===== src/rtl/r200memarb_pkg.sv =====
// r200memarb_pkg: shared encodings for the unified-memory arbiter.
//   state_t : arbiter FSM states (IDLE -> ACCESS -> RESP -> IDLE)
//   owner_t : which port owns the transaction currently in flight
package r200memarb_pkg;

   typedef enum logic [1:0] {
      ST_IDLE   = 2'd0,
      ST_ACCESS = 2'd1,
      ST_RESP   = 2'd2
   } state_t;

   typedef enum logic [1:0] {
      OWN_NONE = 2'd0,
      OWN_I    = 2'd1,
      OWN_D    = 2'd2
   } owner_t;

endpackage


===== src/rtl/r200memarb_latcnt.sv =====
// r200latcnt: loadable down-counter used to time fixed-latency units.
//   clk, rst   : clock, synchronous active-high reset (count -> 0)
//   ld, val    : load val into the counter (has priority over decrement)
//   zero_next  : high when the count is 1, i.e. it reaches 0 at the next edge
// The counter decrements every cycle while non-zero and parks at 0.
module r200latcnt #(
   parameter int W = 2
) (
   input  logic         clk,
   input  logic         rst,
   input  logic         ld,
   input  logic [W-1:0] val,
   output logic         zero_next
);

   logic [W-1:0] cnt;

   always_ff @(posedge clk) begin
      if (rst)
         cnt <= '0;
      else if (ld)
         cnt <= val;
      else if (cnt != '0)
         cnt <= cnt - W'(1);
   end

   assign zero_next = (cnt == W'(1));

endmodule


===== src/rtl/r200memarb.sv =====
// r200memarb: arbitrates a single-port unified memory between instruction
// fetch (I port, read-only) and the MEM stage (D port, read/write).
//   clk, rst                         : clock, synchronous active-high reset
//   i_req/i_addr/i_flush             : fetch request, address, redirect flush
//   i_ack/i_rdata                    : 1-cycle fetch completion + instruction
//   d_req/d_we/d_addr/d_wdata        : data request (store when d_we=1)
//   d_ack/d_rdata                    : 1-cycle completion, load data (0 on store)
//   m_en/m_we/m_addr/m_wdata/m_rdata : memory macro interface
// D wins arbitration unless I has watched STARVE_MAX consecutive D grants.
// Every access takes MEM_LAT+2 cycles: grant edge, MEM_LAT ACCESS cycles, RESP.
module r200memarb
   import r200memarb_pkg::*;
#(
   parameter int XLEN       = 32,
   parameter int MEM_LAT    = 2,
   parameter int STARVE_MAX = 4
) (
   input  logic            clk,
   input  logic            rst,
   input  logic            i_req,
   input  logic [XLEN-1:0] i_addr,
   input  logic            i_flush,
   output logic            i_ack,
   output logic [XLEN-1:0] i_rdata,
   input  logic            d_req,
   input  logic            d_we,
   input  logic [XLEN-1:0] d_addr,
   input  logic [XLEN-1:0] d_wdata,
   output logic            d_ack,
   output logic [XLEN-1:0] d_rdata,
   output logic            m_en,
   output logic            m_we,
   output logic [XLEN-1:0] m_addr,
   output logic [XLEN-1:0] m_wdata,
   input  logic [XLEN-1:0] m_rdata
);

   localparam int CW = $clog2(MEM_LAT + 1);
   localparam int SW = $clog2(STARVE_MAX + 1);

   state_t          state;
   owner_t          owner;
   logic            we_q;    // latched we; m_we itself is only a 1-cycle strobe
   logic            drop;    // fetch flushed while in flight: swallow its ack
   logic [SW-1:0]   starv;
   logic            zero_next;
   logic            i_ok;
   logic            i_win;
   logic            grant;
   logic [XLEN-1:0] rd;

   // A flushing fetch may not win in the same cycle.
   assign i_ok  = i_req && !i_flush;
   assign i_win = i_ok && (!d_req || (starv == SW'(STARVE_MAX)));
   assign grant = (state == ST_IDLE) && (d_req || i_ok);
   assign rd    = we_q ? '0 : m_rdata;

   r200latcnt #(.W(CW)) u_latcnt (
      .clk       (clk),
      .rst       (rst),
      .ld        (grant),
      .val       (CW'(MEM_LAT)),
      .zero_next (zero_next)
   );

   always_ff @(posedge clk) begin
      if (rst) begin
         state   <= ST_IDLE;
         owner   <= OWN_NONE;
         we_q    <= 1'b0;
         drop    <= 1'b0;
         starv   <= '0;
         i_ack   <= 1'b0;
         i_rdata <= '0;
         d_ack   <= 1'b0;
         d_rdata <= '0;
         m_en    <= 1'b0;
         m_we    <= 1'b0;
         m_addr  <= '0;
         m_wdata <= '0;
      end else begin
         i_ack <= 1'b0;
         d_ack <= 1'b0;
         m_en  <= 1'b0;
         m_we  <= 1'b0;
         case (state)
            ST_IDLE: begin
               if (!i_req)
                  starv <= '0;
               if (grant) begin
                  state <= ST_ACCESS;
                  drop  <= 1'b0;
                  m_en  <= 1'b1;
                  if (i_win) begin
                     owner   <= OWN_I;
                     we_q    <= 1'b0;
                     m_addr  <= i_addr;
                     m_wdata <= '0;
                     starv   <= '0;
                  end else begin
                     owner   <= OWN_D;
                     we_q    <= d_we;
                     m_we    <= d_we;
                     m_addr  <= d_addr;
                     m_wdata <= d_wdata;
                     if (i_req && (starv != SW'(STARVE_MAX)))
                        starv <= starv + SW'(1);
                  end
               end
            end
            ST_ACCESS: begin
               if (owner == OWN_I && i_flush)
                  drop <= 1'b1;
               if (zero_next) begin
                  state <= ST_RESP;
                  if (owner == OWN_I) begin
                     // Include a flush arriving in this very cycle.
                     if (!(drop || i_flush)) begin
                        i_ack   <= 1'b1;
                        i_rdata <= rd;
                     end
                  end else begin
                     d_ack   <= 1'b1;
                     d_rdata <= rd;
                  end
               end
            end
            ST_RESP: begin
               if (owner == OWN_I && i_flush)
                  drop <= 1'b1;
               state <= ST_IDLE;
               owner <= OWN_NONE;
            end
            default: state <= ST_IDLE;
         endcase
      end
   end

endmodule


===== config.mk =====
export PLATFORM = sky130hd
export DESIGN_NAME = r200memarb
export DESIGN_NICKNAME = d
export VERILOG_FILES = /design/src/rtl/r200memarb_pkg.sv /design/src/rtl/r200memarb_latcnt.sv /design/src/rtl/r200memarb.sv
export SDC_FILE = /design/constraint.sdc
export NUM_CORES = 1
export LEC_CHECK = 0
export CORE_MARGIN = 2
export CORE_UTILIZATION = 30
export CTS_CLUSTER_DIAMETER = 40
export DETAILED_ROUTE_END_ITERATION = 10
export GPL_ROUTABILITY_DRIVEN = 0
export MAX_ROUTING_LAYER = met4
export SKIP_CTS_REPAIR_TIMING = 1
export SYNTH_ARGS = -nofsm -noshare
export SYNTH_HDL_FRONTEND = slang
export SYNTH_HIERARCHICAL = 1
export SYNTH_SLANG_ARGS = --single-unit

===== constraint.sdc =====
create_clock -name clk -period 4.2 [get_ports clk]
set_input_delay 0.42 -clock clk [delete_from_list [all_inputs] [get_ports clk]]
set_output_delay 0.42 -clock clk [all_outputs]
set_load 0.02 [all_outputs]

==> flow_summary.json, run 1 <==
{
  "status": "finished, final reports clean",
  "crit_top_cell": "nand2_1",
  "wl_per_cell_um": 15.7,
  "clock_path_buffers": 2,
  "final_cell_mix": "clkdlybuf4s50_1, dfxtp_1, nand2_1",
  "critPathMaxStageDelay_ps": 530,
  "coreArea_sq_um": 17800,
  "drcViolationCount": 0,
  "grt_pass1_wl_um": 27700,
  "die_area_sq_um": 19200,
  "syn_area_sq_um": 5430,
  "p_clk_frac": 0.367,
  "final_layout_size_suffix_gt1_frac": 0.0559,
  "p_sw_frac": 0.304,
  "period_needed_ps": 2300,
  "overflow": 0,
  "port-buffer-count": 265,
  "finalSetupViolCount": 0,
  "area_delta_synth_final_pct": 63.8,
  "synth_edf_count": 0,
  "cp_top_family": "compound AO/OA/AOI/OAI gates",
  "cp.arrival_ps": 2630,
  "power.density_nw_per_um2": 516,
  "final_common_cell": "clkdlybuf4s50_1",
  "synthCells": 624,
  "finalHoldViolCount": 0,
  "design_area_sq_um": 8890,
  "h-tree-depth": 4,
  "placed_cell_area_sq_um": 8230,
  "grt_pass1_vias": 5246,
  "ir_drop_uv": 304,
  "cap_violations": 0,
  "drtIter0Drc": 374,
  "final_util": 0.498,
  "rrSetupSlack_ps": 1900,
  "antenna_found_initial": 0,
  "skew_ps": 9.76,
  "num-nets-final": 1007,
  "wirelength_um": 17300,
  "synth_nets": 766,
  "required_ps": 4530,
  "grt_util_all_layers": 0.184,
  "ys_warn_count": 6,
  "initial_core_util": 0.304,
  "clk_pin_slew_ps": 60,
  "rows": 49,
  "ys_ff_latch": 143,
  "grt_max_degree": 77,
  "p_int_uw": 3190,
  "min_period_over_period": 0.547,
  "dp_hpwl_um": 11500,
  "worst_pin_slew_ps": 831,
  "start_kind": "flip-flop",
  "io_pins": 266,
  "ys_types": 40,
  "worst_skew_pair.late_latency_ps": 410,
  "die_h_um": 139,
  "slew_headroom": 0.445,
  "fp.dieW_um": 139,
  "nFillCells": 1707,
  "seqPwrFrac": 0.351,
  "diodes": 0,
  "syn_area_per_cell_sq_um": 8.70,
  "first_pass_iters": 7,
  "maxSlewViolCount": 0,
  "cts_tree": "done",
  "drt-vias-per-instance": 4.73,
  "vias": 5226,
  "path_max_fanout": 29,
  "cp-end-kind": "flip-flop",
  "yosysSeqAreaShare": 0.527,
  "seq_area_sq_um": 2860,
  "synthArstFlopShare": 0,
  "p_leak_uw": 0.00320,
  "setup_tns_ps": 0,
  "cts_buffers": 17,
  "synth_flop_cell": "dfxtp_1",
  "min_path_type": "reg -> reg",
  "antenna_left": 0,
  "comb_power_share": 0.282,
  "worstPathBufferInverterCount": 2,
  "cts_root_buf": "clkbuf_16",
  "crit_chain": "inv_1, ha_1, nand2_1, a31oi_4, buf_4, nand2_1, a21oi_1",
  "multi_input_area_sq_um": 2320,
  "worstSetupPathType": "reg -> reg",
  "max_freq_mhz": 436,
  "netSwitchingPower_uw": 1390,
  "rsz0062_at_grt": "false",
  "clock_sinks": 143,
  "cp_slowest_cell": "a31oi_4"
}
## path summary, 6_finish.rpt
check	startpoint	end	cells after the start
worst max-delay path	state[0]$_SDFFE_PP0P_	we_q$_SDFFE_PP0P_	7
worst min-delay path	d_rdata[12]$_SDFFE_PP0P_	d_rdata[12]$_SDFFE_PP0P_	2
worst max register to register	state[0]$_SDFFE_PP0P_	we_q$_SDFFE_PP0P_	7
worst min register to register	d_rdata[12]$_SDFFE_PP0P_	d_rdata[12]$_SDFFE_PP0P_	2
## kinds of logic (layout without fill, tap and decap cells)
family | Yosys count | after routing | share of synthesized area
fa+ha+maj | 8 | 8 | 0.0184
compound gates | 147 | 147 | 0.188
buf+inv | 61 | 314 | 0.0530
mux | 3 | 3 | 0.00553
xor+xnor | 1 | 1 | 0.00161
flops | 143 | 143 | 0.527
other cells | 2 | 2 | 0.00138
simple gates | 259 | 259 | 0.204
## area by class of cell
type / count / area share
sequential: 143 / 0.322
tap: 229 / 0.0322
clock inverter: 12 / 0.0232
multi-input combinational: 420 / 0.261
clock buffer: 19 / 0.0509
timing repair buffer: 273 / 0.306
inverter: 10 / 0.00422
## sequential cells by signal, indices dropped and copies added, names as in the netlist
name / count
d_rdata: 32
i_rdata: 32
m_addr: 32
m_wdata: 32
starv: 3
owner: 2
state: 2
u_latcnt/cnt: 2
d_ack: 1
drop: 1
i_ack: 1
m_en: 1
m_we: 1
we_q: 1
## tightest hold or removal path, cell delays in order (launching register included)
cell and delay, ps:
dfxtp_1 300, nand2_1 50, a21oi_1 50
## synth_stat cells (all sizes together) (3+ instances only)
cell type / number / share of area
dfxtp: 143 / 0.53
nand2: 136 / 0.094
nor2: 74 / 0.051
a21oi: 68 / 0.063
nor2b: 35 / 0.042
a22oi: 34 / 0.047
a222oi: 32 / 0.059
clkbuf: 29 / 0.020
buf: 22 / 0.026
inv: 10 / 0.0069
ha: 8 / 0.018
mux2i: 3 / 0.0055
nand2b: 3 / 0.0035
o22ai: 3 / 0.0035
## layer usage
metal	GRT usage	part of all wire	vias to the layer above
met2	0.301	0.48	205
met4	0.0521	0.010	0
met3	0.0561	0.077	20
li1	-	-	2621
met5	-	0	-
met1	0.221	0.44	2380
## through the flow
step	hold slack (ps)	total power (uW)	setup WS [ps]	instances
5_1_grt	468	4820	1700	1106
6_report	452	4580	1900	1106
3_5_place_dp	446	2940	1550	1075
2_1_floorplan	480	2380	2550	624
3_3_place_gp	442	2930	1560	1075
4_1_cts	455	4640	1870	1106
## power groups by stage
stage	sequential (uW)	clock, uW	combinational (uW)
6_report	1610	1680	1290
3_5_place_dp	1630	0	1300
3_3_place_gp	1630	0	1300
2_1_floorplan	1790	0	595
5_1_grt	1630	1780	1410
4_1_cts	1610	1730	1310
Power figures use the tool's default switching activity.
==> run 2: changes to the inputs <==
==> constraint.sdc (replaced) <==
create_clock -name clk -period 2.24 [get_ports clk]
set_input_delay 0.224 -clock clk [delete_from_list [all_inputs] [get_ports clk]]
set_output_delay 0.224 -clock clk [all_outputs]
set_load 0.02 [all_outputs]
==> run 2 against run 1 <==
Sequential cell count is the same. Die area unchanged. Via count grew 2.0%. Clock power grew 71%. Count of clock-buffer cells in the layout decreased by 2. Non-clock buffer count increased by 8. Critical path type unchanged.
==> flow_summary.json, run 2 (synthesis gave the netlist of run 1 again) <==
{
  "status": "finished, final reports clean",
  "p_total_uw": 8380,
  "drcViolationCount": 0,
  "grt_pass1_wl_um": 27100,
  "finalSetupViolCount": 0,
  "antenna_left": 0,
  "first_pass_iters": 6,
  "cts_buffers": 17,
  "rsz0062_at_grt": "false",
  "cp_top_family": "simple AND/OR/NAND/NOR gates",
  "min_period_over_period": 0.814,
  "rows": 49,
  "setup_tns_ps": 0,
  "grt_pass1_vias": 5106,
  "io_pins": 266,
  "worst_pin_slew_ps": 576,
  "clock_path_buffers": 2,
  "crit_top_cell": "nand2_1",
  "final_common_cell": "clkdlybuf4s50_1",
  "cts_tree": "done",
  "fin_ws_ps": 417,
  "initial_core_util": 0.304,
  "max_freq_mhz": 548,
  "cp.arrival_ps": 2090,
  "coreArea_sq_um": 17800,
  "diodes": 0,
  "overflow": 0,
  "final_cell_mix": "clkdlybuf4s50_1, dfxtp_1, nand2_1",
  "dp_hpwl_um": 11800,
  "worstPathBufferInverterCount": 2,
  "vias": 5332,
  "path_max_fanout": 33,
  "worstSetupPathType": "reg -> reg",
  "p_leak_uw": 0.00322,
  "slew_headroom": 0.616,
  "grt_max_degree": 52,
  "drtIter0Drc": 363,
  "required_ps": 2510,
  "wl_per_cell_um": 15.3,
  "hold_slack_ps": 273,
  "antenna_found_initial": 0,
  "dp_slack_ps": 260,
  "period_needed_ps": 1820,
  "nFillCells": 1698,
  "cp_slowest_cell": "or4_1",
  "cap_violations": 0,
  "die_area_sq_um": 19200,
  "drt-vias-per-instance": 4.78,
  "finalHoldViolCount": 0,
  "ir_drop_uv": 553,
  "multi_input_area_sq_um": 2310,
  "skew_ps": 10.1,
  "clk_pin_slew_ps": 60,
  "start_kind": "flip-flop",
  "maxSlewViolCount": 0,
  "wirelength_um": 17100,
  "fp.dieW_um": 139,
  "rrSetupSlack_ps": 420,
  "area_delta_synth_final_pct": 64.5,
  "power.density_nw_per_um2": 938,
  "final_layout_size_suffix_gt1_frac": 0.0643,
  "cts_root_buf": "clkbuf_16",
  "grt_util_all_layers": 0.181,
  "min_path_type": "in -> reg",
  "num-nets-final": 1015,
  "worst_skew_pair.late_latency_ps": 420,
  "critPathMaxStageDelay_ps": 480,
  "die_h_um": 139,
  "port-buffer-count": 265,
  "cp-end-kind": "flip-flop",
  "h-tree-depth": 4,
  "seq_area_sq_um": 2860,
  "clock_sinks": 143,
  "crit_chain": "inv_1, ha_1, nand2_1, or4_1, buf_4, nand2_1, a21oi_1"
}
run 2: layout make-up:
cell class,count,share of cell area
sequential,143,0.321
timing repair buffer,281,0.317
multi-input combinational,420,0.259
clock buffer,17,0.0476
tap,229,0.0321
clock inverter,15,0.0196
inverter,10,0.00420
run 2: worst register-to-register path, stage by stage (launching register included):
cell and delay (ps):
dfxtp_1 330, inv_1 100, ha_1 200, nand2_1 130, or4_1 480, buf_4 260
nand2_1 140, a21oi_1 60
run 2: path summary, 6_finish.rpt:
kind	from	to	cells after the start
worst max-delay path	state[1]$_SDFFE_PP0P_	i_rdata[29]$_SDFFE_PP0P_	7
worst min-delay path	rst	starv[2]$_SDFFE_PP0N_	2
worst max register to register	state[1]$_SDFFE_PP0P_	i_rdata[29]$_SDFFE_PP0P_	7
worst min register to register	d_rdata[15]$_SDFFE_PP0P_	d_rdata[15]$_SDFFE_PP0P_	2
run 2: routing by layer:
metal  global-route usage  wire, um  vias to the layer above
li1                     -         -                     2648
met1                0.219      7390                     2465
met2                0.288      8220                      207
met3               0.0658      1350                       12
met4               0.0440       128                        0
met5                    -         0                        -
run 2: power breakdown:
part / switching, uW / internal, uW
clock: 1190 / 1680
sequential: 161 / 2850
combinational: 1340 / 1170
total: 2690 / 5690
run 2: stage by stage:
| stage | util | cells | cell area, sq um |
|---|---|---|---|
| after floorplan | - | 624 | 5430 |
| after global placement | 0.467 | 1083 | 8330 |
| after detailed placement | 0.467 | 1083 | 8330 |
| after CTS | 0.501 | 1115 | 8930 |
| after global routing | 0.501 | 1115 | 8930 |
| final | 0.501 | 1115 | 8930 |
